[src/rtl/ex_sched_pkg.sv]
// Shared types and constants for the execute-stage scheduler.
// Holds opcode encodings, unit/state enums and the decode payload struct.
package ex_sched_pkg;

    localparam int unsigned OPC_W = 5;
    localparam int unsigned RD_W  = 5;
    localparam int unsigned RET_W = 32;

    localparam int unsigned MUL_LAT_DEF  = 3;
    localparam int unsigned DIV_LAT_DEF  = 8;
    localparam int unsigned FADD_LAT_DEF = 4;
    localparam int unsigned FMUL_LAT_DEF = 4;
    localparam int unsigned FDIV_LAT_DEF = 12;

    function automatic int unsigned max2(input int unsigned a, input int unsigned b);
        return (a > b) ? a : b;
    endfunction

    localparam int unsigned LAT_MAX = max2(max2(max2(MUL_LAT_DEF, DIV_LAT_DEF),
                                                max2(FADD_LAT_DEF, FMUL_LAT_DEF)),
                                           FDIV_LAT_DEF);
    localparam int unsigned CNT_W = $clog2(LAT_MAX + 1);

    // Logic group 00000-00111
    localparam logic [OPC_W-1:0] OP_AND  = 5'b00000;
    localparam logic [OPC_W-1:0] OP_OR   = 5'b00001;
    localparam logic [OPC_W-1:0] OP_XOR  = 5'b00010;
    localparam logic [OPC_W-1:0] OP_NOT  = 5'b00011;
    localparam logic [OPC_W-1:0] OP_SLL  = 5'b00100;
    localparam logic [OPC_W-1:0] OP_SRL  = 5'b00101;
    localparam logic [OPC_W-1:0] OP_SRA  = 5'b00110;
    localparam logic [OPC_W-1:0] OP_NOR  = 5'b00111;
    // Control group 01000-01110
    localparam logic [OPC_W-1:0] OP_JMP  = 5'b01000;
    localparam logic [OPC_W-1:0] OP_JAL  = 5'b01001;
    localparam logic [OPC_W-1:0] OP_JR   = 5'b01010;
    localparam logic [OPC_W-1:0] OP_BEQ  = 5'b01011;
    localparam logic [OPC_W-1:0] OP_BNE  = 5'b01100;
    localparam logic [OPC_W-1:0] OP_BLT  = 5'b01101;
    localparam logic [OPC_W-1:0] OP_BGE  = 5'b01110;
    localparam logic [OPC_W-1:0] OP_UND0 = 5'b01111;
    // Move / memory group 10000-10011
    localparam logic [OPC_W-1:0] OP_MOV  = 5'b10000;
    localparam logic [OPC_W-1:0] OP_MOVI = 5'b10001;
    localparam logic [OPC_W-1:0] OP_LD   = 5'b10010;
    localparam logic [OPC_W-1:0] OP_ST   = 5'b10011;
    // Floating point 10100-10111
    localparam logic [OPC_W-1:0] OP_FADD = 5'b10100;
    localparam logic [OPC_W-1:0] OP_FSUB = 5'b10101;
    localparam logic [OPC_W-1:0] OP_FMUL = 5'b10110;
    localparam logic [OPC_W-1:0] OP_FDIV = 5'b10111;
    // Integer arithmetic 11000-11101
    localparam logic [OPC_W-1:0] OP_ADD  = 5'b11000;
    localparam logic [OPC_W-1:0] OP_ADDI = 5'b11001;
    localparam logic [OPC_W-1:0] OP_SUB  = 5'b11010;
    localparam logic [OPC_W-1:0] OP_SUBI = 5'b11011;
    localparam logic [OPC_W-1:0] OP_MUL  = 5'b11100;
    localparam logic [OPC_W-1:0] OP_DIV  = 5'b11101;
    localparam logic [OPC_W-1:0] OP_UND1 = 5'b11110;
    localparam logic [OPC_W-1:0] OP_UND2 = 5'b11111;

    typedef enum logic [1:0] {
        UNIT_NONE = 2'd0,
        UNIT_ALU  = 2'd1,
        UNIT_FPU  = 2'd2
    } unit_e;

    typedef enum logic [1:0] {
        IDLE = 2'd0,
        EXEC = 2'd1,
        DONE = 2'd2
    } state_e;

    typedef struct packed {
        unit_e            unit;
        logic [CNT_W-1:0] lat;
        logic             we;
    } dec_t;

    // Latencies below one are treated as single-cycle.
    function automatic logic [CNT_W-1:0] lat_cnt(input int unsigned l);
        return (l < 1) ? CNT_W'(1) : CNT_W'(l);
    endfunction

endpackage

[src/rtl/ex_sched_if.sv]
// Decode-side and writeback-side handshakes of the execute scheduler.
// master = decode/writeback environment, slave = scheduler.
interface ex_sched_if;
    import ex_sched_pkg::*;

    logic             flush;
    logic             in_valid;
    logic             in_ready;
    logic [OPC_W-1:0] in_opcode;
    logic [RD_W-1:0]  in_rd;
    logic             unit_start;
    unit_e            unit_sel;
    logic [OPC_W-1:0] unit_opcode;
    logic             out_valid;
    logic             out_ready;
    logic [RD_W-1:0]  out_rd;
    logic             out_we;
    logic             busy;
    logic [RET_W-1:0] retired;

    modport master (
        output flush, in_valid, in_opcode, in_rd, out_ready,
        input  in_ready, unit_start, unit_sel, unit_opcode,
               out_valid, out_rd, out_we, busy, retired
    );

    modport slave (
        input  flush, in_valid, in_opcode, in_rd, out_ready,
        output in_ready, unit_start, unit_sel, unit_opcode,
               out_valid, out_rd, out_we, busy, retired
    );
endinterface

[src/rtl/ex_lat_decode.sv]
// Opcode classifier: selects execution unit, fixed latency and
// register-file write enable for one decoded instruction.
module ex_lat_decode
    import ex_sched_pkg::*;
#(
    parameter int unsigned MUL_LAT  = MUL_LAT_DEF,
    parameter int unsigned DIV_LAT  = DIV_LAT_DEF,
    parameter int unsigned FADD_LAT = FADD_LAT_DEF,
    parameter int unsigned FMUL_LAT = FMUL_LAT_DEF,
    parameter int unsigned FDIV_LAT = FDIV_LAT_DEF
) (
    input  logic [OPC_W-1:0] opcode,
    output dec_t             dec_c
);

    always_comb begin
        dec_c.unit = UNIT_ALU;
        dec_c.lat  = CNT_W'(1);
        dec_c.we   = 1'b1;
        case (opcode)
            OP_MUL:           dec_c.lat = lat_cnt(MUL_LAT);
            OP_DIV:           dec_c.lat = lat_cnt(DIV_LAT);
            OP_FADD, OP_FSUB: begin
                dec_c.unit = UNIT_FPU;
                dec_c.lat  = lat_cnt(FADD_LAT);
            end
            OP_FMUL: begin
                dec_c.unit = UNIT_FPU;
                dec_c.lat  = lat_cnt(FMUL_LAT);
            end
            OP_FDIV: begin
                dec_c.unit = UNIT_FPU;
                dec_c.lat  = lat_cnt(FDIV_LAT);
            end
            // Control flow and stores produce no register result.
            OP_JMP, OP_JAL, OP_JR, OP_BEQ, OP_BNE, OP_BLT, OP_BGE, OP_ST: begin
                dec_c.we = 1'b0;
            end
            OP_UND0, OP_UND1, OP_UND2: begin
                dec_c.unit = UNIT_NONE;
                dec_c.we   = 1'b0;
            end
            default: ;
        endcase
    end

endmodule

[src/rtl/ex_sched.sv]
// Single-entry execute scheduler: accepts one instruction, issues it to
// ALU/FPU, counts out its latency and hands the completion to writeback.
module ex_sched
    import ex_sched_pkg::*;
#(
    parameter int unsigned MUL_LAT  = MUL_LAT_DEF,
    parameter int unsigned DIV_LAT  = DIV_LAT_DEF,
    parameter int unsigned FADD_LAT = FADD_LAT_DEF,
    parameter int unsigned FMUL_LAT = FMUL_LAT_DEF,
    parameter int unsigned FDIV_LAT = FDIV_LAT_DEF
) (
    input logic       clk,
    input logic       reset,
    ex_sched_if.slave bus
);

    state_e           state_q, state_d;
    logic [CNT_W-1:0] cnt_q, cnt_d;
    logic [RD_W-1:0]  rd_q, rd_d;
    logic             we_q, we_d;
    logic             unit_start_q, unit_start_d;
    unit_e            unit_sel_q, unit_sel_d;
    logic [OPC_W-1:0] unit_opcode_q, unit_opcode_d;
    logic             out_valid_q, out_valid_d;
    logic [RD_W-1:0]  out_rd_q, out_rd_d;
    logic             out_we_q, out_we_d;
    logic             busy_q, busy_d;
    logic [RET_W-1:0] retired_q, retired_d;

    dec_t dec_c;
    logic in_ready_c;
    logic accept_c;
    logic out_fire_c;

    ex_lat_decode #(
        .MUL_LAT  (MUL_LAT),
        .DIV_LAT  (DIV_LAT),
        .FADD_LAT (FADD_LAT),
        .FMUL_LAT (FMUL_LAT),
        .FDIV_LAT (FDIV_LAT)
    ) u_dec (
        .opcode (bus.in_opcode),
        .dec_c  (dec_c)
    );

    // Ready is combinational so a held completion can retire and a new
    // instruction enter in the same cycle.
    assign in_ready_c = !bus.flush &&
                        ((state_q == IDLE) || ((state_q == DONE) && bus.out_ready));
    assign accept_c   = bus.in_valid && in_ready_c;
    assign out_fire_c = (state_q == DONE) && bus.out_ready && !bus.flush;

    always_comb begin
        state_d       = state_q;
        cnt_d         = cnt_q;
        rd_d          = rd_q;
        we_d          = we_q;
        unit_start_d  = 1'b0;
        unit_sel_d    = unit_sel_q;
        unit_opcode_d = unit_opcode_q;
        retired_d     = retired_q;

        if (bus.flush) begin
            state_d       = IDLE;
            cnt_d         = '0;
            unit_sel_d    = UNIT_NONE;
            unit_opcode_d = '0;
        end else begin
            case (state_q)
                EXEC: begin
                    if (cnt_q == CNT_W'(1)) begin
                        state_d = DONE;
                        cnt_d   = '0;
                    end else begin
                        cnt_d = cnt_q - CNT_W'(1);
                    end
                end
                DONE:    if (bus.out_ready) state_d = IDLE;
                default: ;
            endcase

            if (out_fire_c) retired_d = retired_q + RET_W'(1);

            if (accept_c) begin
                unit_start_d  = 1'b1;
                unit_sel_d    = dec_c.unit;
                unit_opcode_d = bus.in_opcode;
                rd_d          = bus.in_rd;
                we_d          = dec_c.we;
                if (dec_c.lat > CNT_W'(1)) begin
                    state_d = EXEC;
                    cnt_d   = dec_c.lat - CNT_W'(1);
                end else begin
                    state_d = DONE;
                    cnt_d   = '0;
                end
            end
        end

        // Completion outputs mirror the next state so they appear registered.
        out_valid_d = (state_d == DONE);
        out_rd_d    = out_valid_d ? rd_d : '0;
        out_we_d    = out_valid_d && we_d;
        busy_d      = (state_d != IDLE);
    end

    always_ff @(posedge clk) begin
        if (reset) begin
            state_q       <= IDLE;
            cnt_q         <= '0;
            rd_q          <= '0;
            we_q          <= 1'b0;
            unit_start_q  <= 1'b0;
            unit_sel_q    <= UNIT_NONE;
            unit_opcode_q <= '0;
            out_valid_q   <= 1'b0;
            out_rd_q      <= '0;
            out_we_q      <= 1'b0;
            busy_q        <= 1'b0;
            retired_q     <= '0;
        end else begin
            state_q       <= state_d;
            cnt_q         <= cnt_d;
            rd_q          <= rd_d;
            we_q          <= we_d;
            unit_start_q  <= unit_start_d;
            unit_sel_q    <= unit_sel_d;
            unit_opcode_q <= unit_opcode_d;
            out_valid_q   <= out_valid_d;
            out_rd_q      <= out_rd_d;
            out_we_q      <= out_we_d;
            busy_q        <= busy_d;
            retired_q     <= retired_d;
        end
    end

    assign bus.in_ready    = in_ready_c;
    assign bus.unit_start  = unit_start_q;
    assign bus.unit_sel    = unit_sel_q;
    assign bus.unit_opcode = unit_opcode_q;
    assign bus.out_valid   = out_valid_q;
    assign bus.out_rd      = out_rd_q;
    assign bus.out_we      = out_we_q;
    assign bus.busy        = busy_q;
    assign bus.retired     = retired_q;

endmodule

[src/flat_wrapper.sv]
// flat-port wrapper written by rule: the top's interface ports become plain ports
module ex_sched_flat import ex_sched_pkg::*;
#(
    parameter int unsigned MUL_LAT  = MUL_LAT_DEF,
    parameter int unsigned DIV_LAT  = DIV_LAT_DEF,
    parameter int unsigned FADD_LAT = FADD_LAT_DEF,
    parameter int unsigned FMUL_LAT = FMUL_LAT_DEF,
    parameter int unsigned FDIV_LAT = FDIV_LAT_DEF
)
  (clk, reset, bus_flush, bus_in_valid, bus_in_opcode, bus_in_rd, bus_out_ready, bus_in_ready, bus_unit_start, bus_unit_sel, bus_unit_opcode, bus_out_valid, bus_out_rd, bus_out_we, bus_busy, bus_retired);
  ex_sched_if bus_i ();
  input logic clk;
  input logic reset;
  input wire logic [$bits(bus_i.flush)-1:0] bus_flush;
  input wire logic [$bits(bus_i.in_valid)-1:0] bus_in_valid;
  input wire logic [$bits(bus_i.in_opcode)-1:0] bus_in_opcode;
  input wire logic [$bits(bus_i.in_rd)-1:0] bus_in_rd;
  input wire logic [$bits(bus_i.out_ready)-1:0] bus_out_ready;
  output wire logic [$bits(bus_i.in_ready)-1:0] bus_in_ready;
  output wire logic [$bits(bus_i.unit_start)-1:0] bus_unit_start;
  output wire logic [$bits(bus_i.unit_sel)-1:0] bus_unit_sel;
  output wire logic [$bits(bus_i.unit_opcode)-1:0] bus_unit_opcode;
  output wire logic [$bits(bus_i.out_valid)-1:0] bus_out_valid;
  output wire logic [$bits(bus_i.out_rd)-1:0] bus_out_rd;
  output wire logic [$bits(bus_i.out_we)-1:0] bus_out_we;
  output wire logic [$bits(bus_i.busy)-1:0] bus_busy;
  output wire logic [$bits(bus_i.retired)-1:0] bus_retired;
  assign bus_i.flush = bus_flush;
  assign bus_i.in_valid = bus_in_valid;
  assign bus_i.in_opcode = bus_in_opcode;
  assign bus_i.in_rd = bus_in_rd;
  assign bus_i.out_ready = bus_out_ready;
  assign bus_in_ready = bus_i.in_ready;
  assign bus_unit_start = bus_i.unit_start;
  assign bus_unit_sel = bus_i.unit_sel;
  assign bus_unit_opcode = bus_i.unit_opcode;
  assign bus_out_valid = bus_i.out_valid;
  assign bus_out_rd = bus_i.out_rd;
  assign bus_out_we = bus_i.out_we;
  assign bus_busy = bus_i.busy;
  assign bus_retired = bus_i.retired;
  ex_sched #(.MUL_LAT(MUL_LAT), .DIV_LAT(DIV_LAT), .FADD_LAT(FADD_LAT), .FMUL_LAT(FMUL_LAT), .FDIV_LAT(FDIV_LAT)) u_core (.clk(clk), .reset(reset), .bus(bus_i));
endmodule
[config.mk]
export PLATFORM = sky130hd
export DESIGN_NAME = ex_sched_flat
export DESIGN_NICKNAME = d
export VERILOG_FILES = /design/src/rtl/ex_sched_pkg.sv /design/src/rtl/ex_sched_if.sv /design/src/rtl/ex_lat_decode.sv /design/src/rtl/ex_sched.sv /design/src/flat_wrapper.sv
export SDC_FILE = /design/constraint.sdc
export NUM_CORES = 1
export LEC_CHECK = 0
export BUFFER_PORTS_ARGS = -buffer_cell sky130_fd_sc_hd__buf_2
export CORE_MARGIN = 2
export CORE_UTILIZATION = 39
export DETAILED_ROUTE_END_ITERATION = 12
export HOLD_SLACK_MARGIN = 0.03
export PLACE_DENSITY = 0.71
export SLEW_MARGIN = 25
export SYNTH_ARGS = -nofsm -noshare
export SYNTH_HDL_FRONTEND = slang
export SYNTH_HIERARCHICAL = 1
export SYNTH_SLANG_ARGS = --single-unit
[constraint.sdc]
create_clock -name clk -period 2.06 [get_ports clk]
set_clock_uncertainty 0.2 [all_clocks]
set_input_delay 0.103 -clock clk [delete_from_list [all_inputs] [get_ports clk]]
set_output_delay 0.103 -clock clk [all_outputs]
set_load 0.05 [all_outputs]
# Word-level counts from Yosys, hierarchy flattened
# Index checks and enable logic that the tools add are counted.
[totals]
out_inout_bits = 49
regBits = 60
word_cells = 74
[classes]
bitwise_logic = 2
add_sub_neg = 3
n_reduce_logical = 17
eq_ne = 21
n_lt_le_gt_ge = 1
muxes = 18
[ops]
columns = ["op", "n"]
rows = [
  ["5-bit == test (second input constant)", 9],
  ["5-bit by 4-bit == test with 1-bit output (second input constant)", 8],
  ["32-bit by 1-bit adder with 32-bit output (second input constant)", 1],
  ["4-bit 2-to-1 mux", 4],
  ["4-bit case mux with 4 select lines", 1],
  ["11-bit OR reduction", 1],
  ["2-bit 2-to-1 mux", 5],
  ["5-bit 2-to-1 mux", 2],
  ["2-bit case mux with 2 select lines", 2],
  ["4-bit by 1-bit subtractor with 4-bit output (second input constant)", 2],
  ["3-bit OR reduction", 2],
  ["1-bit logical AND", 5],
  ["2-bit == test (second input constant)", 2],
  ["4-bit by 1-bit == test with 1-bit output (second input constant)", 1],
  ["4-bit by 1-bit greater-than comparator with 1-bit output (second input constant)", 1],
  ["1-bit 2-to-1 mux", 4],
  ["2-bit nonzero test", 2],
  ["2-bit OR reduction", 2],
  ["4-bit OR reduction", 1],
  ["2-bit by 1-bit == test with 1-bit output (second input constant)", 1],
  ["2-bit zero test", 1],
  ["1-bit inverter", 2],
  ["2-bit AND reduction", 1],
  ["1-bit zero test", 1],
  ["1-bit logical OR", 1],
]

# Logic depth before layout (Yosys ltp)
[logic_depth]
ltp_word = 10
depth_mapped = 8

# Modules after synthesis
# The synthesis kept the hierarchy.
[modules_own_cells]
columns = ["mod", "cells_each", "n_inst", "area_each_um2"]
rows = [
  ["ex_sched", 307, 1, 2681.3],
  ["ex_lat_decode", 15, 1, 93.8],
]

# Worst setup path after synthesis
# OpenSTA, ideal clock, no wires.
[synth_timing]
kind = "reg-to-reg"
startpoint = "reg u_core.retired_q[0], in the netlist u_core/bus.retired[0]"
endpoint = "reg u_core.retired_q[20], in the netlist u_core/bus.retired[20]"
path_stages_with_launch = 7
setup_time_ns = 0.070
arrival_time_ns = 2.364
synth_period_minus_slack_ns = 2.634
slack_ns = -0.574
path_cell_list = "dfxtp_1 > ha_1 > nand4b_4 > or4b_1 > buf_2 > or4_1 > a21oi_1"
[synth_between]
elab_chain_cells = 1
[synth_lines]
columns = ["element", "line_no", "text"]
rows = [
  ["start, declared", "ex_sched.sv:28", "logic [RET_W-1:0] retired_q, retired_d;"],
  ["start signal, assigned", "ex_sched.sv:133", "retired_q <= retired_d;"],
  ["32-bit by 1-bit adder with 32-bit output", "ex_sched.sv:82", "if (out_fire_c) retired_d = retired_q + RET_W'(1);"],
]
# No other way between the ends.
# A chain may end at the register's enable or synchronous reset.

# Worst setup path after layout
[layout_timing]
startpoint = "reg u_core.state_q[0]"
endpoint = "reg u_core.retired_q[25], in the netlist u_core/bus.retired[25]"
[layout_between]
elab_chain_cells = 4
[layout_lines]
columns = ["element", "line_no", "text"]
rows = [
  ["start, declared", "ex_sched.sv:17", "state_e state_q, state_d;"],
  ["start signal, assigned", "ex_sched.sv:122", "state_q <= state_d;"],
  ["2-bit == test", "ex_sched.sv:51", "assign out_fire_c = (state_q == DONE) && bus.out_ready && !bus.flush;"],
  ["1-bit logical AND (2 in series)", "ex_sched.sv:51", ""],
  ["2-bit AND reduction (no line)", "--", ""],
]
# No other way between the ends.

==> flow_summary.ini <==
[detailed_routing]
wl_um = 7490
antenna_violating_nets_post_route = 0
post-route-drc-count = 0
vias_per_cell = 5.30
routed-via-count = 2833
drt_first_iter_violations = 105
dr.pass1.iters = 4
route.detailed.wl_per_inst_um = 14.0

[layout]
filler_instances = 633
num-nets-final = 458
n_antenna_cell = 0
finalInstanceArea_sq_mm = 0.00400
areaGrowthSynthToFinish_pct = 44.3
share_of_final_layout_standard_cells_stronger_than_drive_strength_1_pct = 38.7

[grt]
grt_max_degree = 34
globalRouteMet1Util_pct = 22.3
overflow = 0
grt_antenna_before_repair = 0
global_route_wire_length_before_repair_um = 11700
grt.busiest_layer = met2
globalRouteMet2Util_pct = 33.8
global_route.usage.met3_pct = 6.25
first_global_vias = 2580
grt_use_total_pct = 19.4

[clock_network]
clock_sink_count = 60
worstSkewPairLatency_ps = 350
cts.root.buffer_cell = clkbuf_8
cts_made_buffers = 9
clock_tree.htree_level_count = 3
clock_path_buffers = 2
tritoncts = yes
cts.reportedPaths.clkPinSlew_ps = 60

[timing]
postLayoutSetupSlackWorst_ps = -102
max_clock_freq_mhz = 463
finalWorstPathRequiredPeriod_ps = 2160
maxSlewHeadroom_pct = 74.2
hold_viol = 0
maxSlewViolCount = 0
setup_viol = 13
rsz0062_at_grt = true
tightest_slew_ps = 388
final_min_period_over_clock_period_pct = 105

[setup_path]
required_ps = 2140
critical_path_class = reg -> reg
critical_path.endpoint_type = register
crit_path_start_kind = register
cp_data_arrival_time_ps = 2240
critical_path_peak_fanout = 5

[power_and_ir_drop]
power.ir.vdd_worst_uv = 432
static-leakage-power_nw = 1.67
cell_pwr_density_mw_per_mm2 = 582
fin_total_pwr_mw = 2.33

[logic_synthesis]
post_synth_most_frequent_cells = dfxtp_1, a21oi_1, nor2_1
synth.ff_latch_count = 60
ys_top_cells_by_area = dfxtp_1, a21oi_1, nor2_1
yosysWarningCount = 6
syn-instance-count = 322
number_of_enable_flip_flop_cells_after_synthesis = 0
syn-cell-area_sq_mm = 0.00278
synth.most_common_cell = dfxtp_1
synth.avg_cell_area_sq_um = 8.62
synth_cell_type_count = 47
syn-num-nets = 345
postSynth.topFlopCell = dfxtp_1
netlist.area_leader.share_pct = 43.3
async_reset_ff_share_pct = 0
synth_sequential_area_ratio_pct = 43.3
synth_top_cell_by_area = dfxtp_1

[placed_design]
dp.final_hpwl_um = 4860
cell_area_after_placement_sq_mm = 0.00345
port-buffer-count = 63
gp_congestion = 0.836

[floorplan]
chipHeight_um = 88.4
core_area_sq_mm = 0.00683
num_io_pins = 64
die_area_sq_mm = 0.00781
die_w_um = 88.4
std_cell_rows = 30
initial_core_util_pct = 40.6

[status]
violations = setup timing
outcome = finished, violations left

[run]
max_cap_viol_count = 0

[min_path]
worstHoldPathType = in -> reg
state kept, by name (all words and copies together) (netlist names):
register,count
u_core/we_q,1
u_core/bus.unit_opcode,5
u_core/bus.retired,32
u_core/cnt_q,4
u_core/rd_q,5
u_core/bus.out_valid,1
u_core/bus.unit_start,1
u_core/bus.busy,1
u_core/bus.unit_sel,2
u_core/state_q,2
u_core/bus.out_we,1
u_core/bus.out_rd,5
kinds of logic after synthesis:
kind of cell / after synthesis / synth area share [%]
muxes: 9 / 3.34
AOI/OAI and AO/OA: 67 / 14.7
buffers and inverters: 27 / 3.74
and+or+nand+nor: 140 / 27.9
adders and majority gates: 8 / 3.61
DFF: 60 / 43.3
xor gates and xnor gates: 11 / 3.47
area by class of cell:
cell class | instances | area (sq um) | share of cell area [%]
clock buffers | 13 | 159 | 3.97
clock inverters | 2 | 10.0 | 0.250
inverters | 13 | 48.8 | 1.22
multi-input cells | 235 | 1630 | 40.8
flip-flops and latches | 60 | 1240 | 30.9
well taps | 96 | 120 | 3.00
repair buffers | 116 | 796 | 19.9
report_power, final:
group	switching, mW	internal [mW]
Clock	0.438	0.492
Combinational	0.128	0.0903
Sequential	0.00665	1.17
Total	0.573	1.76
path summary, 6_finish.rpt:
kind / endpoint / slack [ps] / cells past startpoint / start
min reg2reg: u_core/bus.unit_sel[0]$_SDFFE_PP0N_ / 260 / 2 / u_core/bus.unit_sel[0]$_SDFFE_PP0N_
min: u_core/bus.unit_sel[1]$_SDFFE_PP0N_ / 30 / 5 / bus_in_opcode[2]
max reg2reg: u_core/bus.retired[25]$_SDFFE_PP0P_ / -100 / 8 / u_core/state_q[0]$_SDFF_PP0_
max: u_core/bus.retired[25]$_SDFFE_PP0P_ / -100 / 8 / u_core/state_q[0]$_SDFF_PP0_
routing by layer:
metal  share of wire [%]  up-vias
met1                  43     1341
met4                 1.1        0
li1                    -     1393
met2                  51       86
met5                   0        -
met3                 5.2       13
metrics by stage:
| step | util, % | hold WS (ps) | instances | setup TNS [ps] | setup slack (ps) |
|---|---|---|---|---|---|
| after floorplan | - | 39.0 | 322 | -1430 | -203 |
| after global placement | 50.5 | 161 | 498 | -890 | -152 |
| final | 58.6 | 32.5 | 535 | -736 | -102 |
| after CTS | 57.1 | 31.7 | 536 | -1630 | -129 |
| after global routing | 58.6 | 60.0 | 535 | -1880 | -155 |
| after detailed placement | 50.5 | 173 | 498 | -2020 | -235 |
critical path, stage by stage (launching register included):
cell and delay, ps:
dfxtp_2 320, inv_2 70, ha_4 160, buf_6 100
and3b_2 190, nand4_1 190, buf_6 210, or4_4 530
a21oi_2 140
placed cells by master (no fill, tap or decap), types with 9 or more instances in the layout:
cell,synthesis,routed
dfxtp_1,60,36
buf_4,0,31
nand2_1,27,27
nor3_1,12,9
a21oi_1,32,29
dfxtp_2,0,22
inv_1,13,12
or3_1,14,14
clkbuf_8,0,11
dlygate4sd3_1,0,14
nor2_1,28,27
nand3_1,10,9
buf_2,2,62
nand4_1,9,9
timing repair:
| item | in CTS | in global routing |
|---|---|---|
| endpoints found under the hold margin | 27 | 1 |
| setup endpoints to repair | 27 | 33 |
| pin swaps | 14 | 15 |
| buffers inserted | 5 | 1 |
| gates resized for setup | 18 | 29 |
| hold buffers | 16 | 1 |
| cloned | 2 | 0 |
Power figures use the tool's default switching activity.
